===== config.mk =====
export PLATFORM = sky130hd
export DESIGN_NAME = mult_div_unit_flat
export DESIGN_NICKNAME = d
export VERILOG_FILES = /design/src/rtl/mult_div_if.sv /design/src/rtl/mult_div_unit.sv /design/src/flat_wrapper.sv
export SDC_FILE = /design/constraint.sdc
export NUM_CORES = 1
export LEC_CHECK = 0
export BUFFER_PORTS_ARGS = -buffer_cell sky130_fd_sc_hd__buf_2
export CAP_MARGIN = 20
export CORE_MARGIN = 3
export CORE_UTILIZATION = 55
export CTS_CLUSTER_DIAMETER = 30
export DETAILED_ROUTE_END_ITERATION = 16
export MAX_ROUTING_LAYER = met4
export PLACE_DENSITY_LB_ADDON = 0.15
export RECOVER_POWER = 25
export SYNTH_ARGS = -nofsm -noshare
export SYNTH_HDL_FRONTEND = slang
export SYNTH_SLANG_ARGS = --single-unit

===== constraint.sdc =====
create_clock -name clk -period 7.75 [get_ports clk]
set_clock_uncertainty 0.1 [all_clocks]
set_input_delay 1.1625 -clock clk [delete_from_list [all_inputs] [get_ports clk]]
set_output_delay 1.1625 -clock clk [all_outputs]
set_load 0.05 [all_outputs]

===== src/rtl/mult_div_if.sv =====
// Start/done handshake between the control unit and the multiply/divide unit.
// The control unit drives the master side; the unit itself is the slave.
interface mult_div_if;
    logic        MultStart;
    logic        DivStart;
    logic [31:0] A_in;
    logic [31:0] B_in;
    logic [31:0] HI_out;
    logic [31:0] LO_out;
    logic        MultDivDone;
    logic        DivZero;
    logic        Busy;

    modport master (
        output MultStart, DivStart, A_in, B_in,
        input  HI_out, LO_out, MultDivDone, DivZero, Busy
    );

    modport slave (
        input  MultStart, DivStart, A_in, B_in,
        output HI_out, LO_out, MultDivDone, DivZero, Busy
    );
endinterface


===== src/rtl/mult_div_unit.sv =====
// Multi-cycle signed multiply (radix-2 Booth) / divide (restoring) unit that
// owns the architectural HI/LO registers. Both operations take 32 iteration
// cycles, then the unit spends one cycle in DONE pulsing MultDivDone.
module mult_div_unit (
    input  logic     clk,
    input  logic     reset,
    mult_div_if.slave bus
);

    typedef enum logic [1:0] {IDLE, MULT, DIV, DONE} state_t;

    state_t      state, state_nx;
    logic [5:0]  cnt;
    // acc/q hold {acc, Q} for MULT and {rem, quo} for DIV; m holds the
    // multiplicand or the divisor magnitude.
    logic [31:0] acc, q, m;
    logic        q_m1;
    logic        quo_neg, rem_neg;
    logic [31:0] hi, lo;
    logic        div_zero;

    logic        last;
    logic [32:0] booth_sum;
    logic [31:0] mul_acc_nx, mul_q_nx;
    logic [31:0] rem_sh, quo_sh;
    logic [32:0] trial;
    logic [31:0] rem_nx, quo_nx;
    logic [31:0] a_mag, b_mag;

    assign last  = (cnt == 6'd31);
    assign a_mag = bus.A_in[31] ? (32'd0 - bus.A_in) : bus.A_in;
    assign b_mag = bus.B_in[31] ? (32'd0 - bus.B_in) : bus.B_in;

    // Booth step: the add/subtract is done at 33 bits so that a multiplicand
    // of 0x80000000 cannot overflow acc before the arithmetic shift.
    always_comb begin
        // NOTE: every always_comb output gets a default first so no path leaves it unassigned (no latch).
        booth_sum = {acc[31], acc};
        case ({q[0], q_m1})
            2'b01:   booth_sum = {acc[31], acc} + {m[31], m};
            2'b10:   booth_sum = {acc[31], acc} - {m[31], m};
            default: booth_sum = {acc[31], acc};
        endcase
        mul_acc_nx = booth_sum[32:1];
        mul_q_nx   = {booth_sum[0], q[31:1]};
    end

    // Restoring division step: shift {rem, quo} left, trial-subtract the
    // divisor magnitude, keep the difference only if it did not go negative.
    always_comb begin
        rem_sh = {acc[30:0], q[31]};
        quo_sh = {q[30:0], 1'b0};
        trial  = {1'b0, rem_sh} - {1'b0, m};
        rem_nx = rem_sh;
        quo_nx = quo_sh;
        if (!trial[32]) begin
            rem_nx = trial[31:0];
            quo_nx = {q[30:0], 1'b1};
        end
    end

    // State register.
    always_ff @(posedge clk or negedge reset) begin
        if (!reset) begin
            state <= IDLE;
        end else begin
            // NOTE: sequential state uses non-blocking assignments so every flop samples pre-edge values.
            state <= state_nx;
        end
    end

    // Next-state logic; starts are only looked at in IDLE.
    always_comb begin
        state_nx = state;
        case (state)
            IDLE: begin
                if (bus.MultStart)
                    state_nx = MULT;
                else if (bus.DivStart && (bus.B_in != 32'd0))
                    state_nx = DIV;
            end
            MULT:    if (last) state_nx = DONE;
            DIV:     if (last) state_nx = DONE;
            DONE:    state_nx = IDLE;
            default: state_nx = IDLE;
        endcase
    end

    // Datapath: operand capture, iterations, HI/LO write-back and DivZero.
    always_ff @(posedge clk or negedge reset) begin
        if (!reset) begin
            // NOTE: the working registers are reset too, so an abandoned operation leaves no stale state behind.
            cnt      <= 6'd0;
            acc      <= 32'd0;
            q        <= 32'd0;
            m        <= 32'd0;
            q_m1     <= 1'b0;
            quo_neg  <= 1'b0;
            rem_neg  <= 1'b0;
            hi       <= 32'd0;
            lo       <= 32'd0;
            div_zero <= 1'b0;
        end else begin
            div_zero <= 1'b0;
            case (state)
                IDLE: begin
                    if (bus.MultStart) begin
                        acc  <= 32'd0;
                        q    <= bus.B_in;
                        q_m1 <= 1'b0;
                        m    <= bus.A_in;
                        cnt  <= 6'd0;
                    end else if (bus.DivStart) begin
                        if (bus.B_in != 32'd0) begin
                            acc     <= 32'd0;
                            q       <= a_mag;
                            m       <= b_mag;
                            quo_neg <= bus.A_in[31] ^ bus.B_in[31];
                            rem_neg <= bus.A_in[31];
                            cnt     <= 6'd0;
                        end else begin
                            div_zero <= 1'b1;
                        end
                    end
                end
                MULT: begin
                    acc  <= mul_acc_nx;
                    q    <= mul_q_nx;
                    q_m1 <= q[0];
                    cnt  <= cnt + 6'd1;
                    if (last) begin
                        hi <= mul_acc_nx;
                        lo <= mul_q_nx;
                    end
                end
                DIV: begin
                    acc <= rem_nx;
                    q   <= quo_nx;
                    cnt <= cnt + 6'd1;
                    if (last) begin
                        hi <= rem_neg ? (32'd0 - rem_nx) : rem_nx;
                        lo <= quo_neg ? (32'd0 - quo_nx) : quo_nx;
                    end
                end
                default: ;
            endcase
        end
    end

    assign bus.HI_out      = hi;
    assign bus.LO_out      = lo;
    assign bus.MultDivDone = (state == DONE);
    assign bus.DivZero     = div_zero;
    assign bus.Busy        = (state != IDLE);

endmodule


===== src/flat_wrapper.sv =====
// flat-port wrapper written by rule: the top's interface ports become plain ports
module mult_div_unit_flat 
  (clk, reset, bus_MultStart, bus_DivStart, bus_A_in, bus_B_in, bus_HI_out, bus_LO_out, bus_MultDivDone, bus_DivZero, bus_Busy);
  mult_div_if bus_i ();
  input  logic clk;
  input  logic reset;
  input wire logic [$bits(bus_i.MultStart)-1:0] bus_MultStart;
  input wire logic [$bits(bus_i.DivStart)-1:0] bus_DivStart;
  input wire logic [$bits(bus_i.A_in)-1:0] bus_A_in;
  input wire logic [$bits(bus_i.B_in)-1:0] bus_B_in;
  output wire logic [$bits(bus_i.HI_out)-1:0] bus_HI_out;
  output wire logic [$bits(bus_i.LO_out)-1:0] bus_LO_out;
  output wire logic [$bits(bus_i.MultDivDone)-1:0] bus_MultDivDone;
  output wire logic [$bits(bus_i.DivZero)-1:0] bus_DivZero;
  output wire logic [$bits(bus_i.Busy)-1:0] bus_Busy;
  assign bus_i.MultStart = bus_MultStart;
  assign bus_i.DivStart = bus_DivStart;
  assign bus_i.A_in = bus_A_in;
  assign bus_i.B_in = bus_B_in;
  assign bus_HI_out = bus_i.HI_out;
  assign bus_LO_out = bus_i.LO_out;
  assign bus_MultDivDone = bus_i.MultDivDone;
  assign bus_DivZero = bus_i.DivZero;
  assign bus_Busy = bus_i.Busy;
  mult_div_unit u_core (.clk(clk), .reset(reset), .bus(bus_i));
endmodule

# Word level (Yosys, flattened, before mapping)
# Cells that the tools add are included.
# word_totals
reg_bits	172
# op_classes
n_addsub	8
eq_ne	13
n_mux	38
bitwise_logic	2
reduce_logical	18
# op_table
op	n
two-way mux 32 bit	18
case mux 32 bit (3 select lines)	2
case mux 32 bit (2 select lines)	2
subtractor 1 x 32 -> 32 bit (first input constant)	4
case mux 33 bit (2 select lines)	1
subtractor 32 x 32 -> 33 bit	2
adder 32 x 32 -> 33 bit	1
nonzero test 32 bit	1
two-way mux 6 bit	3
case mux 6 bit (2 select lines)	1
AND reduction 3 bit	4
nonzero test 2 bit	6
adder 6 x 1 -> 6 bit (second input constant)	1
== test 2 bit (second input constant)	3
== test 6 x 5 -> 1 bit (second input constant)	1
two-way mux 1 bit	6
two-way mux 2 bit	3
inequality test 2 x 1 -> 1 bit (second input constant)	3
inequality test 3 x 2 -> 1 bit (second input constant)	2
case mux 2 bit (3 select lines)	1
== test 2 x 1 -> 1 bit (second input constant)	2
AND reduction 2 bit	2
AND reduction 4 bit	1
inequality test 3 bit (second input constant)	1
8 further kinds	8

# Depth between registers and ports, before layout
# Gate-level depths: netlist of the first run.
# logic_depth
word_depth	6
depth_mapped	27

# Worst setup path after synthesis of the first run
# Ideal clock, no wire load.
# synth_timing
kind	register to register
start	register u_core.q[31]
end	register u_core.hi[30] (netlist: u_core.bus.HI_out[30])
setup_ns	0.133
t_arrival_ns	5.636
required_ns	7.517
setup_slack_ns	1.881
stages_incl_launch_ff	25
path_buffers	4
period_less_slack_ns	5.869
path_cell_list	dfrtp_1 -> inv_1 -> ha_1 -> inv_1 -> fa_1 -> a211oi_1 -> o211ai_1 -> and3_2 -> o31ai_4 -> nand2_2 -> inv_2 -> buf_2 -> buf_1 -> clkbuf_1 -> buf_2 -> o21ai_0 -> inv_1 -> ha_1 -> or4bb_1 -> a2111oi_2 -> a21oi_1 -> or4b_1 -> o41ai_1 -> mux2i_1 -> o211ai_1
# synth_between
elab_chain_cells	6
# synth_rtl
element	line	source
start: declaration	mult_div_unit.sv:16	logic [31:0] acc, q, m;
start signal: assignment	mult_div_unit.sv:109	q <= bus.B_in;
start signal: assignment	mult_div_unit.sv:116	q <= a_mag;
start signal: assignment	mult_div_unit.sv:128	q <= mul_q_nx;
subtractor 32 x 32 -> 33 bit	mult_div_unit.sv:53	trial = {1'b0, rem_sh} - {1'b0, m};
two-way mux 32 bit *	mult_div_unit.sv:56	if (!trial[32]) begin
subtractor 1 x 32 -> 32 bit	mult_div_unit.sv:141	hi <= rem_neg ? (32'd0 - rem_nx) : rem_nx;
two-way mux 32 bit *	mult_div_unit.sv:141	
two-way mux 32 bit *	mult_div_unit.sv:140	if (last) begin
case mux 32 bit (2 select lines) *	mult_div_unit.sv:105	case (state)
end signal: assignment	mult_div_unit.sv:132	hi <= mul_acc_nx;
end signal: assignment	mult_div_unit.sv:141	
end: declaration	mult_div_unit.sv:19	logic [31:0] hi, lo;
# Mark *: on every way between the ends. The rest lies on a longest branch, timed or not. The select of a mux whose other input is x is not followed.
# A chain may end at the register's enable or synchronous reset.

# Final worst setup path of the first run
# layout_timing
start	register u_core.q[31]
end	register u_core.hi[28] (netlist: u_core.bus.HI_out[28])
# Same word-level chain as after synthesis.

==> flow_results.xml, run 1 <==
<?xml version="1.0" encoding="UTF-8"?>
<metrics>
  <group name="critical_path">
    <metric name="crit_fanout" unit="">9</metric>
    <metric name="crit_start" unit="">u_core.q[31]</metric>
    <metric name="required_time_worst_endpoint" unit="ns">8.02</metric>
    <metric name="timing.rr.start" unit="">u_core.q[31]</metric>
    <metric name="criticalPathCategory" unit="">reg -&gt; reg</metric>
    <metric name="launching_element_type_of_the_critical_path" unit="">register</metric>
    <metric name="worst_setup_path_end_kind" unit="">register</metric>
    <metric name="arrival" unit="ns">6.19</metric>
  </group>
  <group name="timing">
    <metric name="slew_at_the_pin_with_the_worst_max_slew_slack" unit="ns">3.37</metric>
    <metric name="rsz0062_at_grt" unit="">false</metric>
    <metric name="post-route-period-util" unit="%">76.4</metric>
    <metric name="timing.final.crit_period" unit="ns">5.92</metric>
    <metric name="finalHoldWorstSlack" unit="ns">0.376</metric>
    <metric name="clock.fmax" unit="GHz">0.169</metric>
    <metric name="maxSlewViolCount" unit="">113</metric>
    <metric name="fin_tns_setup" unit="ns">0</metric>
    <metric name="setup-violations-final" unit="">0</metric>
    <metric name="max_slew_margin" unit="%">-124</metric>
    <metric name="hold_viol_final" unit="">0</metric>
  </group>
  <group name="grt">
    <metric name="grt_antenna_before_repair" unit="">1</metric>
    <metric name="maximum_number_of_pins_on_one_net_before_global_route_repair" unit="">102</metric>
    <metric name="grt_overflow_total" unit="">0</metric>
    <metric name="groute.usage.overall" unit="%">37.2</metric>
    <metric name="grt_pass1_vias" unit="">15200</metric>
    <metric name="grt_pass1_wl" unit="µm">89300</metric>
  </group>
  <group name="floorplanning">
    <metric name="dieArea" unit="mm²">0.0322</metric>
    <metric name="floorplan.core_area" unit="mm²">0.0292</metric>
    <metric name="die-height" unit="µm">179</metric>
    <metric name="die_width" unit="µm">179</metric>
    <metric name="placementRows" unit="">62</metric>
    <metric name="start_util" unit="%">56.6</metric>
    <metric name="i_o_pins" unit="">135</metric>
  </group>
  <group name="synth">
    <metric name="synth_fa_ha_area_share" unit="%">6.00</metric>
    <metric name="post_synth_net_total" unit="">2319</metric>
    <metric name="synth_area" unit="mm²">0.0165</metric>
    <metric name="synth_xor_area_share" unit="%">9.38</metric>
    <metric name="ys.flop_type" unit="">sky130_fd_sc_hd__dfrtp_1</metric>
    <metric name="synth_compound_gate_area_share" unit="%">29.6</metric>
    <metric name="yosys-mux-area-fraction" unit="%">4.47</metric>
    <metric name="synth_enable_flop_cells" unit="">0</metric>
    <metric name="synth_seq_cells" unit="">172</metric>
    <metric name="avgSynthCellArea" unit="µm²">7.60</metric>
    <metric name="synth.yosys.seq_area_share" unit="%">26.0</metric>
    <metric name="main_combinational_cell_family_by_area_after_synthesis" unit="">compound AO/OA/AOI/OAI gates</metric>
    <metric name="ys_async_sr_fraction" unit="%">100</metric>
    <metric name="ys_warn_count" unit="">0</metric>
    <metric name="synthesis.instances" unit="">2173</metric>
    <metric name="synth_cell_type_count" unit="">91</metric>
    <metric name="yosys.area_share.simple" unit="%">19.2</metric>
  </group>
  <group name="clock_network">
    <metric name="total_cts_buffers" unit="">17</metric>
    <metric name="clock_tree.htree_level_count" unit="">4</metric>
    <metric name="cts_hold_buf" unit="">0</metric>
    <metric name="postCtsSetupRepairBufs" unit="">0</metric>
    <metric name="worst_skew_pair.late_latency" unit="ns">0.45</metric>
    <metric name="tritoncts" unit="">built</metric>
    <metric name="ctsResizeCount" unit="">0</metric>
    <metric name="ctsRootBufferMaster" unit="">sky130_fd_sc_hd__clkbuf_16</metric>
    <metric name="cts.clk_slew.worst_paths" unit="ns">0.08</metric>
    <metric name="clkSinkCount" unit="">172</metric>
    <metric name="clk_path_buf_depth" unit="">2</metric>
  </group>
  <group name="hold_path">
    <metric name="hold_path.startpoint" unit="">u_core.bus.HI_out[14]</metric>
    <metric name="timing.hold.worst.class" unit="">reg -&gt; reg</metric>
  </group>
  <group name="drt">
    <metric name="route.antenna.remaining_nets" unit="">0</metric>
    <metric name="route.vias.total" unit="">17000</metric>
    <metric name="routed_wire_length_per_instance" unit="µm">22.7</metric>
    <metric name="postRouteWirelength" unit="µm">58900</metric>
    <metric name="drtPass1Iterations" unit="">6</metric>
    <metric name="drt_first_iter_violations" unit="">2081</metric>
    <metric name="remaining_drc_errors" unit="">0</metric>
    <metric name="post_drt_via_cell_ratio" unit="">6.57</metric>
  </group>
  <group name="outcome">
    <metric name="failing_checks" unit="">capacitance limit, slew limit</metric>
    <metric name="status" unit="">finished with violations</metric>
  </group>
  <group name="layout">
    <metric name="post_route_cells_drive_above_1_share" unit="%">11.1</metric>
    <metric name="most_frequent_standard_cell_in_the_layout_excluding_fill_and_tap_cells" unit="">sky130_fd_sc_hd__nand2_1</metric>
    <metric name="fin_nets" unit="">2342</metric>
    <metric name="most-common-layout-cells" unit="">294 x sky130_fd_sc_hd__nand2_1, 251 x sky130_fd_sc_hd__o21ai_0, 172 x sky130_fd_sc_hd__dfrtp_1, 167 x sky130_fd_sc_hd__nor2_1, 165 x sky130_fd_sc_hd__a21oi_1</metric>
    <metric name="signed_area_change_from_the_synthesized_netlist_to_the_final_layout" unit="%">8.43</metric>
  </group>
  <group name="place">
    <metric name="port_buffers" unit="">134</metric>
    <metric name="global_placement_routability_congestion" unit="">1.04</metric>
    <metric name="dpl.hpwl" unit="µm">44600</metric>
  </group>
  <group name="flow_run">
    <metric name="maxCapViolCount" unit="">2</metric>
  </group>
</metrics>
==> cells in the mapped netlist, types with 6 or more instances <==
master                     number  share of area (%)
sky130_fd_sc_hd__nor2_1       167                3.8
sky130_fd_sc_hd__and3_1        15               0.57
sky130_fd_sc_hd__nor2b_1       11               0.42
sky130_fd_sc_hd__a31oi_1       20               0.76
sky130_fd_sc_hd__o31ai_1       57                2.6
sky130_fd_sc_hd__o21bai_1       9               0.41
sky130_fd_sc_hd__and2_1        14               0.53
sky130_fd_sc_hd__mux2i_1       49                3.0
sky130_fd_sc_hd__ha_1          76                5.8
sky130_fd_sc_hd__or4_1         16               0.73
sky130_fd_sc_hd__nand2b_1      23               0.87
sky130_fd_sc_hd__nand4_1       13               0.49
sky130_fd_sc_hd__o21ai_1        6               0.18
sky130_fd_sc_hd__o41ai_1       13               0.69
sky130_fd_sc_hd__a41oi_1        7               0.37
sky130_fd_sc_hd__a22oi_1       24                1.1
sky130_fd_sc_hd__xor2_1        86                4.6
sky130_fd_sc_hd__buf_2         15               0.45
sky130_fd_sc_hd__or3_1         19               0.72
sky130_fd_sc_hd__a21o_1        28                1.3
sky130_fd_sc_hd__buf_1         20               0.45
sky130_fd_sc_hd__xnor2_1       91                4.8
sky130_fd_sc_hd__a211oi_1      32                1.5
sky130_fd_sc_hd__o211ai_1      21               0.95
sky130_fd_sc_hd__a221oi_1      30                1.6
sky130_fd_sc_hd__o21a_1        18               0.82
sky130_fd_sc_hd__mux2_2        22                1.5
sky130_fd_sc_hd__clkbuf_1     109                2.5
sky130_fd_sc_hd__nand3_1       33                1.0
sky130_fd_sc_hd__nor3_1        38                1.2
sky130_fd_sc_hd__o22ai_1        8               0.30
sky130_fd_sc_hd__dfrtp_1      172                 26
sky130_fd_sc_hd__nor4_1        16               0.61
sky130_fd_sc_hd__nand2_1      294                6.7
sky130_fd_sc_hd__a21oi_1      165                5.0
sky130_fd_sc_hd__inv_1         72                1.6
sky130_fd_sc_hd__o21ai_0      252                7.6
==> per-stage QoR <==
stage | instance area [µm²] | setup WS [ns] | instances | util, %
final | 17900 | 1.83 | 2594 | 61.4
after global routing | 17900 | 0.962 | 2594 | 61.4
after CTS | 17900 | 1.91 | 2592 | 61.4
after detailed placement | 17300 | 1.95 | 2560 | 59.2
after global placement | 17300 | 2.06 | 2560 | 59.2
after floorplan | 16500 | 1.88 | 2173 | -
==> metal layers <==
metal	vias up	global-route usage, %	wire, µm
met1	8089	53.6	26200
li1	7941	-	-
met5	-	-	0
met3	141	8.58	6430
met2	872	50.2	23700
met4	0	14.1	2540
==> worst max-delay path: stages (launching register included) <==
cell and delay [ns]:
sky130_fd_sc_hd__dfrtp_1 0.45, sky130_fd_sc_hd__inv_1 0.12, sky130_fd_sc_hd__ha_1 0.16, sky130_fd_sc_hd__inv_1 0.05, sky130_fd_sc_hd__fa_1 0.43, sky130_fd_sc_hd__a211oi_1 0.35
sky130_fd_sc_hd__o211ai_1 0.21, sky130_fd_sc_hd__and3_2 0.26, sky130_fd_sc_hd__o31ai_4 0.54, sky130_fd_sc_hd__nand2_2 0.18, sky130_fd_sc_hd__nand2_1 0.12, sky130_fd_sc_hd__o21ai_0 0.14
sky130_fd_sc_hd__inv_1 0.09, sky130_fd_sc_hd__ha_1 0.20, sky130_fd_sc_hd__or4bb_1 0.46, sky130_fd_sc_hd__a2111oi_2 0.30, sky130_fd_sc_hd__a41oi_1 0.28, sky130_fd_sc_hd__a2111o_1 0.48
sky130_fd_sc_hd__o41ai_2 0.41, sky130_fd_sc_hd__xnor2_1 0.11, sky130_fd_sc_hd__mux2_2 0.29, sky130_fd_sc_hd__o21ai_1 0.11
==> registers in the layout, indices dropped and copies added (netlist names) <==
name,flops
u_core.acc,32
u_core.bus.HI_out,32
u_core.bus.LO_out,32
u_core.m,32
u_core.q,32
u_core.cnt,6
u_core.state,2
u_core.bus.DivZero,1
u_core.q_m1,1
u_core.quo_neg,1
u_core.rem_neg,1
==> area by class of cell <==
| class | instances | area, µm² |
|---|---|---|
| fill | 2709 | 11300 |
| antenna | 1 | 2.50 |
| timing repair buffer | 153 | 831 |
| inverter | 74 | 278 |
| sequential | 172 | 4300 |
| multi-input combinational | 1778 | 11400 |
| clock inverter | 15 | 210 |
| clock buffer | 17 | 425 |
| tap | 384 | 480 |
==> path summary, 6_finish.rpt <==
check                                         to  slack [ns]  cells after the start
max                        u_core.bus.HI_out[28]        1.83                     21
min                        u_core.bus.HI_out[14]        0.38                      2
max reg2reg                u_core.bus.HI_out[28]        1.83                     21
min reg2reg                u_core.bus.HI_out[14]        0.38                      2
max in group asynchronous           u_core.q[11]        1.97                      2
min in group asynchronous   u_core.bus.LO_out[6]        1.73                      1
==> kinds of logic (layout without fill, tap and decap cells) <==
family	Yosys count	count (layout)
AOI/OAI and AO/OA	763	763
xor gates and xnor gates	177	177
adders and majority gates	78	78
buffers and inverters	223	259
DFF	172	172
muxes	71	71
other	0	1
and+or+nand+nor	689	689
Power of run 1 is left out: the tool's default activity adds up to more than one toggle a clock period on the data nets, which glitch-free logic cannot reach.
==> run 2, diff against run 1 <==
- clock period: 7.75 -> 5.72 ns (I/O delays scaled with it)
==> run 2 against run 1 <==
  * The flow still finishes with violations (capacitance limit, slew limit)
  * Global-route usage grew 0.58 points
  * Sequential share of layout area shrank 0.21 points
  * Setup slack worse by 1.6 ns
  * Register-to-register slack lost 1.6 ns
  * Sequential cell count is the same
  * Non-clock buffer count rose by 16
  * Final cell count increased by 0.73%
  * Critical endpoint is now u_core.bus.HI_out[30]
==> flow_results.xml, run 2 (synthesis gave the netlist of run 1 again) <==
<?xml version="1.0" encoding="UTF-8"?>
<metrics>
  <group name="grt">
    <metric name="maximum_number_of_pins_on_one_net_before_global_route_repair" unit="">112</metric>
    <metric name="groute.usage.overall" unit="%">37.8</metric>
    <metric name="grt_pass1_vias" unit="">15600</metric>
    <metric name="grt_overflow_total" unit="">0</metric>
    <metric name="grt_antenna_before_repair" unit="">4</metric>
    <metric name="grt_pass1_wl" unit="µm">91200</metric>
  </group>
  <group name="timing">
    <metric name="rsz0062_at_grt" unit="">false</metric>
    <metric name="timing.final.crit_period" unit="ns">5.47</metric>
    <metric name="maxSlewViolCount" unit="">175</metric>
    <metric name="max_slew_margin" unit="%">-129</metric>
    <metric name="setup-violations-final" unit="">0</metric>
    <metric name="finalHoldWorstSlack" unit="ns">0.374</metric>
    <metric name="hold_viol_final" unit="">0</metric>
    <metric name="post-route-period-util" unit="%">95.6</metric>
    <metric name="timing.final.ws_setup" unit="ns">0.252</metric>
    <metric name="fin_tns_setup" unit="ns">0</metric>
    <metric name="clock.fmax" unit="GHz">0.183</metric>
    <metric name="slew_at_the_pin_with_the_worst_max_slew_slack" unit="ns">3.43</metric>
  </group>
  <group name="critical_path">
    <metric name="worst_r2r_path_depth" unit="">19</metric>
    <metric name="crit_chain" unit="">ha_1 &gt; nand4_2 &gt; a2111o_1 &gt; o21ai_2 &gt; o31ai_4 &gt; nand2_2 &gt; inv_2 &gt; buf_4 &gt; nand2_1 &gt; o21ai_0 &gt; inv_1 &gt; ha_1 &gt; or4bb_1 &gt; a2111oi_4 &gt; a21oi_1 &gt; or4b_1 &gt; o41ai_1 &gt; mux2i_1 &gt; o211ai_1</metric>
    <metric name="critPathMaxStageDelay" unit="ns">0.62</metric>
    <metric name="worst_setup_path_end_kind" unit="">register</metric>
    <metric name="path_buf_inv" unit="">3</metric>
    <metric name="r2r_setup_slack" unit="ns">0.25</metric>
    <metric name="crit_fanout" unit="">23</metric>
    <metric name="cp_slowest_cell" unit="">sky130_fd_sc_hd__or4b_1</metric>
    <metric name="launching_element_type_of_the_critical_path" unit="">register</metric>
    <metric name="arrival" unit="ns">5.69</metric>
    <metric name="crit_family" unit="">compound AO/OA/AOI/OAI gates</metric>
    <metric name="timing.rr.start" unit="">u_core.acc[18]</metric>
    <metric name="worst_path_most_repeated_cell" unit="">sky130_fd_sc_hd__ha_1</metric>
    <metric name="criticalPathCategory" unit="">reg -&gt; reg</metric>
    <metric name="worst_r2r_endpoint" unit="">u_core.bus.HI_out[30]</metric>
    <metric name="required_time_worst_endpoint" unit="ns">5.95</metric>
  </group>
  <group name="drt">
    <metric name="postRouteWirelength" unit="µm">59200</metric>
    <metric name="routed_wire_length_per_instance" unit="µm">22.7</metric>
    <metric name="route.antenna.remaining_nets" unit="">0</metric>
    <metric name="remaining_drc_errors" unit="">0</metric>
    <metric name="post_drt_via_cell_ratio" unit="">6.68</metric>
    <metric name="route.vias.total" unit="">17400</metric>
    <metric name="drtPass1Iterations" unit="">9</metric>
    <metric name="drt_first_iter_violations" unit="">2217</metric>
  </group>
  <group name="clock_network">
    <metric name="postCtsSetupRepairBufs" unit="">0</metric>
    <metric name="worst_skew_pair.late_latency" unit="ns">0.46</metric>
    <metric name="clk_path_buf_depth" unit="">2</metric>
    <metric name="total_cts_buffers" unit="">17</metric>
    <metric name="cts.clk_slew.worst_paths" unit="ns">0.08</metric>
    <metric name="clock_tree.htree_level_count" unit="">4</metric>
    <metric name="ctsRootBufferMaster" unit="">sky130_fd_sc_hd__clkbuf_16</metric>
    <metric name="tritoncts" unit="">built</metric>
    <metric name="clkSinkCount" unit="">172</metric>
  </group>
  <group name="floorplanning">
    <metric name="start_util" unit="%">56.6</metric>
    <metric name="die-height" unit="µm">179</metric>
    <metric name="placementRows" unit="">62</metric>
    <metric name="i_o_pins" unit="">135</metric>
    <metric name="dieArea" unit="mm²">0.0322</metric>
    <metric name="die_width" unit="µm">179</metric>
    <metric name="floorplan.core_area" unit="mm²">0.0292</metric>
  </group>
  <group name="layout">
    <metric name="post_route_cells_drive_above_1_share" unit="%">12.0</metric>
    <metric name="signed_area_change_from_the_synthesized_netlist_to_the_final_layout" unit="%">9.40</metric>
    <metric name="most_frequent_standard_cell_in_the_layout_excluding_fill_and_tap_cells" unit="">sky130_fd_sc_hd__nand2_1</metric>
    <metric name="final_cells" unit="">2613</metric>
    <metric name="reg_area" unit="mm²">0.00430</metric>
    <metric name="area_of_the_multi_input_gates" unit="mm²">0.0114</metric>
    <metric name="fillerInstances" unit="">2753</metric>
    <metric name="most-common-layout-cells" unit="">294 x sky130_fd_sc_hd__nand2_1, 251 x sky130_fd_sc_hd__o21ai_0, 172 x sky130_fd_sc_hd__dfrtp_1, 167 x sky130_fd_sc_hd__nor2_1, 165 x sky130_fd_sc_hd__a21oi_1</metric>
    <metric name="fin_nets" unit="">2358</metric>
  </group>
  <group name="hold_path">
    <metric name="hold-path-cell-count" unit="">2</metric>
    <metric name="min_delay_worst_endpoint" unit="">u_core.bus.HI_out[4]</metric>
    <metric name="timing.hold.worst.class" unit="">reg -&gt; reg</metric>
    <metric name="hold_path.startpoint" unit="">u_core.bus.HI_out[4]</metric>
  </group>
  <group name="outcome">
    <metric name="status" unit="">finished with violations</metric>
    <metric name="failing_checks" unit="">capacitance limit, slew limit</metric>
  </group>
  <group name="place">
    <metric name="global_placement_routability_congestion" unit="">1.08</metric>
    <metric name="post-place-cells" unit="">2577</metric>
    <metric name="port_buffers" unit="">134</metric>
    <metric name="dpl.hpwl" unit="µm">44700</metric>
    <metric name="place_worst_setup_slack" unit="ns">0.287</metric>
  </group>
  <group name="flow_run">
    <metric name="maxCapViolCount" unit="">2</metric>
  </group>
</metrics>
## run 2: cell count changes in the layout (fill, tap and decap cells not counted), moves of 2 or more
cell,delta
sky130_fd_sc_hd__buf_4,+14
sky130_fd_sc_hd__buf_12,+3
sky130_fd_sc_hd__diode_2,+3
sky130_fd_sc_hd__inv_6,-2
## run 2: worst max-delay path by stage
stage                                 end           start  depth (start not counted)
floorplan           u_core.bus.HI_out[30]    u_core.q[31]                         24
global placement    u_core.bus.HI_out[30]    u_core.q[31]                         20
detailed placement  u_core.bus.HI_out[28]    u_core.q[31]                         21
CTS                 u_core.bus.HI_out[28]    u_core.q[31]                         21
global route        u_core.bus.HI_out[30]    u_core.q[31]                         20
finish              u_core.bus.HI_out[30]  u_core.acc[18]                         19
## run 2: routing by layer
| layer | track usage (%) | vias up | wire (µm) |
|---|---|---|---|
| li1 | - | 8008 | - |
| met1 | 54.2 | 8250 | 25600 |
| met2 | 51.9 | 1062 | 24200 |
| met3 | 8.66 | 125 | 7170 |
| met4 | 13.1 | 0 | 2200 |
| met5 | - | - | 0 |
## run 2: repair_timing
item | CTS | global route
gates resized for setup | 0 | 5
setup endpoints to repair | 0 | 5
hold buffers | 0 | 0
## run 2: cell type report
class	instances	share of cell area, %
clock inverter	15	1.05
timing repair buffer	169	5.38
multi-input combinational	1778	63.2
inverter	74	1.54
antenna	4	0.0554
clock buffer	17	2.35
tap	384	2.66
sequential	172	23.8
## run 2: worst reg2reg max path: cells and delay by family, from the launching register on
family	cells	cell delay, ns
buffers and inverters	3	0.35
adder cells (fa/ha/maj)	2	0.73
multiplexers	1	0.22
flip-flops	1	0.47
AO/OA/AOI/OAI	8	1.86
AND/OR/NAND/NOR	5	1.60
## run 2: per-stage QoR
stage	utilization [%]	instance area, µm²
5_1_grt	62.0	18100
2_1_floorplan	-	16500
3_5_place_dp	59.8	17400
4_1_cts	61.9	18100
6_report	62.0	18100
3_3_place_gp	59.8	17400
Power of run 2 is left out for the same reason.
